[config.mk]
export PLATFORM = sky130hd
export DESIGN_NAME = spi_req_arbiter
export DESIGN_NICKNAME = d
export VERILOG_FILES = /design/src/rtl/spi_pkg.sv /design/src/rtl/spi_rr_picker.sv /design/src/rtl/spi_req_arbiter.sv
export SDC_FILE = /design/constraint.sdc
export NUM_CORES = 1
export LEC_CHECK = 0
export ABC_AREA = 0
export ABC_CLOCK_PERIOD_IN_PS = 2960
export BUFFER_PORTS_ARGS = -buffer_cell sky130_fd_sc_hd__buf_2
export CAP_MARGIN = 20
export CELL_PAD_IN_SITES_DETAIL_PLACEMENT = 1
export CELL_PAD_IN_SITES_GLOBAL_PLACEMENT = 1
export CORE_MARGIN = 2
export CORE_UTILIZATION = 32
export DETAILED_ROUTE_END_ITERATION = 12
export HOLD_SLACK_MARGIN = 0.12
export PLACE_DENSITY_LB_ADDON = 0.1
export SYNTH_ARGS = -nofsm -noshare
export SYNTH_HDL_FRONTEND = slang
export SYNTH_HIERARCHICAL = 1
export SYNTH_SLANG_ARGS = --single-unit
[constraint.sdc]
create_clock -name clk -period 2.96 [get_ports clk]
set_clock_uncertainty 0.05 [all_clocks]
set_input_delay 0.148 -clock clk [delete_from_list [all_inputs] [get_ports clk]]
set_output_delay 0.148 -clock clk [all_outputs]
set_load 0.01 [all_outputs]
[src/rtl/spi_pkg.sv]
// Shared definitions for the SPI request arbiter: widths, counts and FSM states.
package spi_pkg;

    localparam int NUM_SLAVES = 4;
    localparam int SEL_W      = $clog2(NUM_SLAVES);
    localparam int NUM_REQ    = 4;
    localparam int REQ_IDX_W  = $clog2(NUM_REQ);

    typedef enum logic [1:0] {
        ST_IDLE  = 2'd0,
        ST_START = 2'd1,
        ST_WAIT  = 2'd2,
        ST_RESP  = 2'd3
    } arb_state_e;

    // Index to one-hot requester vector
    function automatic logic [NUM_REQ-1:0] idx2oh(input logic [REQ_IDX_W-1:0] idx);
        logic [NUM_REQ-1:0] oh;
        oh      = '0;
        oh[idx] = 1'b1;
        return oh;
    endfunction

endpackage

[src/rtl/spi_rr_picker.sv]
// Combinational round-robin picker: searches from last_grant+1 upward (mod NUM_REQ)
// and returns the first valid requester as one-hot plus index.
module spi_rr_picker
    import spi_pkg::*;
(
    input  logic [NUM_REQ-1:0]   i_req_valid,
    input  logic [REQ_IDX_W-1:0] i_last_grant,
    output logic [NUM_REQ-1:0]   o_grant,
    output logic [REQ_IDX_W-1:0] o_grant_idx
);

    logic                 w_found;
    logic [REQ_IDX_W-1:0] w_cand;

    // Walk the rotated priority order; index arithmetic wraps naturally
    always_comb begin
        o_grant     = '0;
        o_grant_idx = '0;
        w_found     = 1'b0;
        w_cand      = '0;
        for (int k = 1; k <= NUM_REQ; k++) begin
            w_cand = i_last_grant + REQ_IDX_W'(k);
            if (!w_found && i_req_valid[w_cand]) begin
                w_found         = 1'b1;
                o_grant[w_cand] = 1'b1;
                o_grant_idx     = w_cand;
            end
        end
    end

endmodule

[src/rtl/spi_req_arbiter.sv]
// Arbitrates four requesters onto one SPI master: accept, start pulse, wait for
// transfer end, one-cycle response. Optional WAIT timeout under SPI_ARB_TIMEOUT_EN.
module spi_req_arbiter
    import spi_pkg::*;
#(
    parameter int bits_num       = 8,
    parameter int timeout_cycles = 256
) (
    input  logic                        clk,
    input  logic                        reset,
    input  logic [NUM_REQ-1:0]          req_valid,
    input  logic [NUM_REQ*SEL_W-1:0]    req_sel,
    input  logic [NUM_REQ*bits_num-1:0] req_data,
    output logic [NUM_REQ-1:0]          req_ready,
    output logic [NUM_REQ-1:0]          rsp_valid,
    output logic [bits_num-1:0]         rsp_data,
    output logic                        rsp_err,
    output logic                        spi_tx_start,
    output logic [SEL_W-1:0]            spi_sel,
    output logic [bits_num-1:0]         spi_data_out,
    input  logic                        spi_tx_end,
    input  logic [bits_num-1:0]         spi_data_in,
    output logic                        busy
);

    arb_state_e           r_state, w_next_state;
    logic [REQ_IDX_W-1:0] r_last_grant, r_grant_idx;
    logic [SEL_W-1:0]     r_spi_sel;
    logic [bits_num-1:0]  r_spi_data_out, r_rsp_data;
    logic [NUM_REQ-1:0]   w_grant;
    logic [REQ_IDX_W-1:0] w_grant_idx;
    logic                 w_accept, w_done, w_timeout;

`ifdef SPI_ARB_TIMEOUT_EN
    localparam int CNT_W = $clog2(timeout_cycles + 1);
    logic [CNT_W-1:0] r_cnt;
    logic             r_rsp_err;
`endif

    spi_rr_picker u_picker (
        .i_req_valid (req_valid),
        .i_last_grant(r_last_grant),
        .o_grant     (w_grant),
        .o_grant_idx (w_grant_idx)
    );

    // Next-state decode; accept/done/timeout are single-cycle events
    always_comb begin
        w_next_state = r_state;
        w_accept     = 1'b0;
        w_done       = 1'b0;
        w_timeout    = 1'b0;
        case (r_state)
            ST_IDLE: begin
                if (|req_valid) begin
                    w_accept     = 1'b1;
                    w_next_state = ST_START;
                end
            end
            ST_START: w_next_state = ST_WAIT;
            ST_WAIT: begin
                // A transfer end on the final WAIT cycle beats the timeout
                if (spi_tx_end) begin
                    w_done       = 1'b1;
                    w_next_state = ST_RESP;
                end
`ifdef SPI_ARB_TIMEOUT_EN
                else if (r_cnt == CNT_W'(timeout_cycles - 1)) begin
                    w_timeout    = 1'b1;
                    w_next_state = ST_RESP;
                end
`endif
            end
            ST_RESP: w_next_state = ST_IDLE;
            default: w_next_state = ST_IDLE;
        endcase
    end

    // FSM state register
    always_ff @(posedge clk or negedge reset) begin
        if (!reset) r_state <= ST_IDLE;
        else        r_state <= w_next_state;
    end

    // Grant bookkeeping, SPI command latch and response capture
    always_ff @(posedge clk or negedge reset) begin
        if (!reset) begin
            r_last_grant   <= REQ_IDX_W'(NUM_REQ - 1);
            r_grant_idx    <= '0;
            r_spi_sel      <= '0;
            r_spi_data_out <= '0;
            r_rsp_data     <= '0;
        end else begin
            if (w_accept) begin
                r_grant_idx    <= w_grant_idx;
                r_spi_sel      <= req_sel[w_grant_idx*SEL_W +: SEL_W];
                r_spi_data_out <= req_data[w_grant_idx*bits_num +: bits_num];
            end
            if (w_done)         r_rsp_data <= spi_data_in;
            else if (w_timeout) r_rsp_data <= '0;
            if (r_state == ST_RESP) r_last_grant <= r_grant_idx;
        end
    end

`ifdef SPI_ARB_TIMEOUT_EN
    // WAIT cycle counter (cleared in START) and sticky-until-next-capture error flag
    always_ff @(posedge clk or negedge reset) begin
        if (!reset) begin
            r_cnt     <= '0;
            r_rsp_err <= 1'b0;
        end else begin
            if (r_state == ST_START)     r_cnt <= '0;
            else if (r_state == ST_WAIT) r_cnt <= r_cnt + 1'b1;
            if (w_done)         r_rsp_err <= 1'b0;
            else if (w_timeout) r_rsp_err <= 1'b1;
        end
    end
    assign rsp_err = r_rsp_err;
`else
    logic w_unused_tmo;
    assign w_unused_tmo = (timeout_cycles != 0);
    assign rsp_err      = 1'b0;
`endif

    assign req_ready    = w_accept ? w_grant : '0;
    assign rsp_valid    = (r_state == ST_RESP) ? idx2oh(r_grant_idx) : '0;
    assign spi_tx_start = (r_state == ST_START);
    assign busy         = (r_state != ST_IDLE);
    assign spi_sel      = r_spi_sel;
    assign spi_data_out = r_spi_data_out;
    assign rsp_data     = r_rsp_data;

endmodule

Word level (Yosys, flattened, before mapping)
Cells that the tools add are included.
{"block": "word_totals", "reg_bits": 24, "inputBits": 55, "output_inout_bits": 29, "wordCells": 82}
{"block": "classes", "n_addsub": 3, "order_cmp": 10, "n_eq_ne": 5, "shifts": 2, "muxes": 38, "n_bitwise": 3, "n_reduce_logical": 15}
{"operator": "variable part select 32 x 6 -> 8 bit", "n": 1}
{"operator": "2-to-1 mux 4 bit", "n": 6}
{"operator": "2-to-1 mux 1 bit", "n": 16}
{"operator": "less-than comparator 2 x 3 -> 1 bit, second input constant", "n": 5}
{"operator": "2-to-1 mux 2 bit", "n": 6}
{"operator": "OR 4 bit", "n": 3}
{"operator": "demux 1 bit (select 2 bit)", "n": 5}
{"operator": ">= comparator 2 x 1 -> 1 bit, second input constant", "n": 5}
{"operator": "binary-select mux 1 bit (select 2 bit)", "n": 4}
{"operator": "logical AND 1 bit", "n": 8}
{"operator": "case mux 2 bit (4 select lines)", "n": 1}
{"operator": "variable part select 8 x 4 -> 2 bit", "n": 1}
{"operator": "adder 2 bit, second input constant", "n": 2}
{"operator": "equality test 2 bit, second input constant", "n": 2}
{"operator": "!= test 2 bit, second input constant", "n": 2}
{"operator": "OR reduction 4 bit", "n": 1}
{"operator": "logical NOT 1 bit", "n": 3}
{"operator": "adder 2 x 1 -> 2 bit, second input constant", "n": 1}
{"operator": "equality test 2 x 1 -> 1 bit, second input constant", "n": 1}
{"operator": "logical NOT 2 bit", "n": 1}
{"operator": "AND reduction 2 bit", "n": 1}
{"operator": "nonzero test 2 bit", "n": 1}

Longest topological paths before layout
{"block": "logic_depth", "depth_word": 14, "mapped_depth": 9, "ltp_nobuf": 8}

Cells and area by module
Netlist, hierarchy kept.
{"module": "spi_req_arbiter", "n_inst": 1, "cells_each": 93, "area_each_um2": 1352.5, "seq_area_each_um2": 603.1}
{"module": "spi_rr_picker", "n_inst": 1, "cells_each": 59, "area_each_um2": 490.5, "seq_area_each_um2": 0.0}

Worst setup path before layout
OpenSTA, ideal clock, no wires.
{"block": "synth_path", "path_type": "register to register", "startpoint": "register r_last_grant[0]", "endpoint": "register r_spi_data_out[0] (netlist: spi_data_out[0])", "setup_time_ns": 0.125, "arrival_ns": 2.981, "t_required_ns": 2.785, "path_slack_ns": -0.196, "path_stages_with_launch": 10, "cell_sequence": "dfstp_2 > buf_4 > inv_1 > ha_1 > mux4_2 > o21ai_1 > a2bb2oi_1 > buf_6 > mux4_2 > mux2_4"}
{"block": "synth_between", "elab_chain_cells": 14, "word_cells_on_any_way": 25, "classes_between": "add/sub (3); shift (1); mux (15); reduce/logical (6)"}
{"item": "start, declared", "line_no": "spi_req_arbiter.sv:27", "rtl": "logic [REQ_IDX_W-1:0] r_last_grant, r_grant_idx;"}
{"item": "start signal, assigned", "line_no": "spi_req_arbiter.sv:88", "rtl": "r_last_grant <= REQ_IDX_W'(NUM_REQ - 1);"}
{"item": "start signal, assigned", "line_no": "spi_req_arbiter.sv:101", "rtl": "if (r_state == ST_RESP) r_last_grant <= r_grant_idx;"}
{"item": "adder 2 x 1 -> 2 bit", "line_no": "spi_rr_picker.sv:22", "rtl": "w_cand = i_last_grant + REQ_IDX_W'(k);"}
{"item": "binary-select mux 1 bit (select 2 bit)", "line_no": "spi_rr_picker.sv:23", "rtl": "if (!w_found && i_req_valid[w_cand]) begin"}
{"item": "2-to-1 mux 1 bit (implied by the code)", "line_no": "spi_rr_picker.sv:23"}
{"item": "2-to-1 mux 1 bit", "line_no": "spi_rr_picker.sv:23"}
{"item": "logical NOT 1 bit", "line_no": "spi_rr_picker.sv:23"}
{"item": "logical AND 1 bit", "line_no": "spi_rr_picker.sv:23"}
{"item": "2-to-1 mux 1 bit", "line_no": "spi_rr_picker.sv:23"}
{"item": "logical NOT 1 bit", "line_no": "spi_rr_picker.sv:23"}
{"item": "logical AND 1 bit", "line_no": "spi_rr_picker.sv:23"}
{"item": "2-to-1 mux 1 bit", "line_no": "spi_rr_picker.sv:23"}
{"item": "logical NOT 1 bit", "line_no": "spi_rr_picker.sv:23"}
{"item": "logical AND 1 bit", "line_no": "spi_rr_picker.sv:23"}
{"item": "2-to-1 mux 2 bit (*)", "line_no": "spi_rr_picker.sv:23"}
{"item": "net w_grant_idx[0]", "line_no": "spi_req_arbiter.sv:31", "rtl": "logic [REQ_IDX_W-1:0] w_grant_idx;"}
{"item": "variable part select 32 x 6 -> 8 bit (*)", "line_no": "spi_req_arbiter.sv:97", "rtl": "r_spi_data_out <= req_data[w_grant_idx*bits_num +: bits_num];"}
{"item": "end signal, assigned", "line_no": "spi_req_arbiter.sv:97"}
{"item": "end, declared", "line_no": "spi_req_arbiter.sv:29", "rtl": "logic [bits_num-1:0] r_spi_data_out, r_rsp_data;"}
Mark *: on every way through the listed nets, which the timed path passes. The rest lies on a longest branch. The select of a mux whose other input is x is not followed.
A chain may end at the register's enable or synchronous reset.

Worst setup path in the final report
{"block": "layout_path", "startpoint": "register r_last_grant[0]", "endpoint": "register r_spi_data_out[4] (netlist: spi_data_out[4])"}
The elaborated chain is that of the path after synthesis.

==> flow_metrics.tcl <==
set metrics [dict create \
    design_area_um2 2531 \
    synth_top_area_share_pct 29.87 \
    firstDrtPassIters 2 \
    sequentialPowerShare_pct 21.5 \
    initial_core_util_pct 33.27 \
    p_sw_share_pct 39.45 \
    cts_buffers 3 \
    fmax_mhz 353.1 \
    syn_area_per_cell_um2 12.13 \
    wl_per_cell_um 15.95 \
    grt_pass1_wl_um 8355 \
    final_util_pct 45.69 \
    slowest_delay_ns 0.59 \
    path_max_fanout 11 \
    ys_ff_latch 24 \
    nets 318 \
    grt.total_usage_pct 16.48 \
    ios 84 \
    crit_path_end_kind "register" \
    reg2reg_depth 8 \
    synth_fp_nets 220 \
    gp_congestion 0.7507 \
    crit_path_start_kind "register" \
    port_buffers 82 \
    worstPathCellList "buf_4, mux4_2, clkinv_1, o211ai_1, a2bb2oi_2, buf_12, mux4_1, mux2_2" \
    hold_viol_final 0 \
    power_leakage_nw 1.234 \
    cts_tree "built" \
    p_int_mw 1.768 \
    hold_class "in2reg" \
    synth_area_um2 1843 \
    clk_latency_ns 0.26 \
    min_period_over_period_pct 95.67 \
    worstSetupPathDepth 8 \
    status "completed" \
    synth-async-reset-ratio_pct 100.0 \
    yosysTopAreaCell "dfrtp_1" \
    grt_pass1_vias 1778 \
    std_cell_rows 27 \
    critical_path_class "reg2reg" \
    drive_gt1_share_pct 57.43 \
    drt_iter0_drc 52 \
    switching_power_mw 1.152 \
    setup_viol 0 \
    synth_cells 152 \
    ys.flop_type "dfrtp_1" \
    gr-usage-met2_pct 31.08 \
    met3_usage_pct 2.602 \
    yosysSeqAreaShare_pct 32.72 \
    dp_hpwl_um 4047 \
    yosysWarnings 6 \
    relSlewSlack_pct 46.44 \
    pwr-share-clk_pct 9.9 \
    cts-root-buf "clkbuf_8" \
    cts_max_level 1 \
    crit_family "multiplexers" \
    clockBufferDepth 2 \
    p_per_area_nw_per_um2 1153 \
    use_met1_pct 19.19 \
    dieHeight_um 79.89 \
    synth_top_cells_by_area "dfrtp_1 (30%), mux4_2 (13%), mux2_2 (10%), ha_1 (8.8%), mux2_4 (4.9%)" \
    crit_slowest_cell "dfstp_2" \
    via_count 1605 \
    cp.arrival_ns 2.94 \
    synthDistinctLibCells 39 \
    clkSlewWorstSetupHoldPaths_ns 0.09 \
    overflow 0 \
    path_buf_inv 3 \
    die_w_um 79.89 \
    maxCapViolations 0 \
    post-route-drc-count 0 \
    core_area_um2 5540 \
    comb_power_share_pct 68.6 \
    slew_viol_final 0 \
    viasPerCell 5.000 \
    grt_max_degree 25 \
    n_antenna_cell 0 \
    worst_slew_pin_slew_ns 0.8035 \
    place_ws_ns 0.1318 \
    dieArea_um2 6382 \
    placed_cell_area_um2 2362 \
    antenna_left 0 \
    setup_slack_ns 0.1281 \
    cts_resized 0 \
    hold_depth 4 \
    busiest_layer "met2" \
    antenna_found_initial 0 \
    cts_sinks 24 \
    worstPathRequired_ns 3.07 \
    max-vdd-ir-drop_uv 375.0 \
    area_growth_pct 37.34 \
    period_needed_ns 2.832 \
    synth-edff-count 0 \
    drt-total-wl_um 5119 \
]
## registers in the layout, summed over array words and instances (netlist names)
register	cells
r_grant_idx	2
r_last_grant	2
spi_sel	2
r_state	2
spi_data_out	8
rsp_data	8
## worst reg2reg max path, stage by stage (launching register included)
cell and delay [ns]:
dfstp_2 0.59, buf_4 0.13, mux4_2 0.50, clkinv_1 0.09, o211ai_1 0.12, a2bb2oi_2 0.22, buf_12 0.17, mux4_1 0.57
mux2_2 0.27
## layout by cell type, fill, tap and decap left out, types with 6 or more instances in the layout
cell type | synthesis | routed
buf_2 | 0 | 82
dfrtp_1 | 22 | 22
mux2_2 | 17 | 17
nand2_1 | 12 | 12
ha_1 | 13 | 12
mux4_2 | 11 | 11
inv_1 | 11 | 10
dlygate4sd3_1 | 0 | 9
buf_4 | 2 | 9
nor2_1 | 8 | 8
mux2_4 | 6 | 6
## power groups by stage
stage,clock (mW),sequential (mW),combinational [mW]
3_3_place_gp,0,0.624,1.92
3_5_place_dp,0,0.638,2.00
5_1_grt,0.309,0.654,2.18
4_1_cts,0.295,0.633,2.01
6_report,0.290,0.627,2.00
2_1_floorplan,0,0.697,1.38
## layout make-up
cell class	instances	area, um^2
clock buffer	3	41.29
clock inverter	1	30.03
fill	653	3009
inverter	12	45.04
multi-input combinational	108	1134
sequential	24	603.1
tap	72	90.09
timing repair buffer	101	588.1
## path summary, 6_finish.rpt
path / to / slack (ns) / start
setup / recovery: spi_data_out[4] / 0.13 / r_last_grant[0]
hold / removal: r_state[0] / 0.27 / req_valid[0]
setup reg to reg: spi_data_out[4] / 0.13 / r_last_grant[0]
hold reg to reg: spi_data_out[4] / 0.46 / spi_data_out[4]
max in group asynchronous: r_last_grant[0] / 2.13 / reset
min in group asynchronous: spi_sel[1] / 0.35 / reset
## cell families (layout without fill, tap and decap cells)
group	after synthesis	in the layout	synth area share, %
multiplexers	35	35	30.14
AND/OR/NAND/NOR	33	33	9.573
AO/OA/AOI/OAI	26	26	11.54
flip-flops	24	24	32.72
buffers and inverters	20	117	6.992
adder cells (fa/ha/maj)	13	13	8.826
other	1	1	0.2035
## through the flow
stage          cells  hold slack, ns  power (mW)    TNS (ns)
2_1_floorplan    152         -0.1976       2.078           0
3_3_place_gp     307          0.1182       2.542           0
3_5_place_dp     307          0.1238       2.635           0
4_1_cts          320          0.2641       2.940           0
5_1_grt          321          0.2715       3.142  -0.0001767
6_report         321          0.2702       2.919           0
## routing by layer
| layer | vias to the layer above | wire, um |
|---|---|---|
| met5 | - | 0 |
| met4 | 0 | 62 |
| met3 | 6 | 237 |
| met2 | 49 | 2794 |
| met1 | 803 | 2024 |
| li1 | 747 | - |
## Yosys cell counts, types with 2 or more instances
| library cell | n |
|---|---|
| dfrtp_1 | 22 |
| mux2_2 | 17 |
| ha_1 | 13 |
| nand2_1 | 12 |
| inv_1 | 11 |
| mux4_2 | 11 |
| nor2_1 | 8 |
| mux2_4 | 6 |
| o21ai_1 | 6 |
| a221o_1 | 4 |
| buf_6 | 4 |
| a21oi_1 | 3 |
| and3b_1 | 3 |
| o21ai_0 | 3 |
| a2bb2oi_1 | 2 |
| buf_4 | 2 |
| dfstp_2 | 2 |
| nor3b_1 | 2 |
## repair_timing
| action | in CTS | in global routing |
|---|---|---|
| hold endpoints to repair | 30 | 0 |
| hold buffers | 9 | 0 |
| endpoints found under the setup margin | 0 | 1 |
| setup buffers | 0 | 1 |
Power figures use the tool's default switching activity.
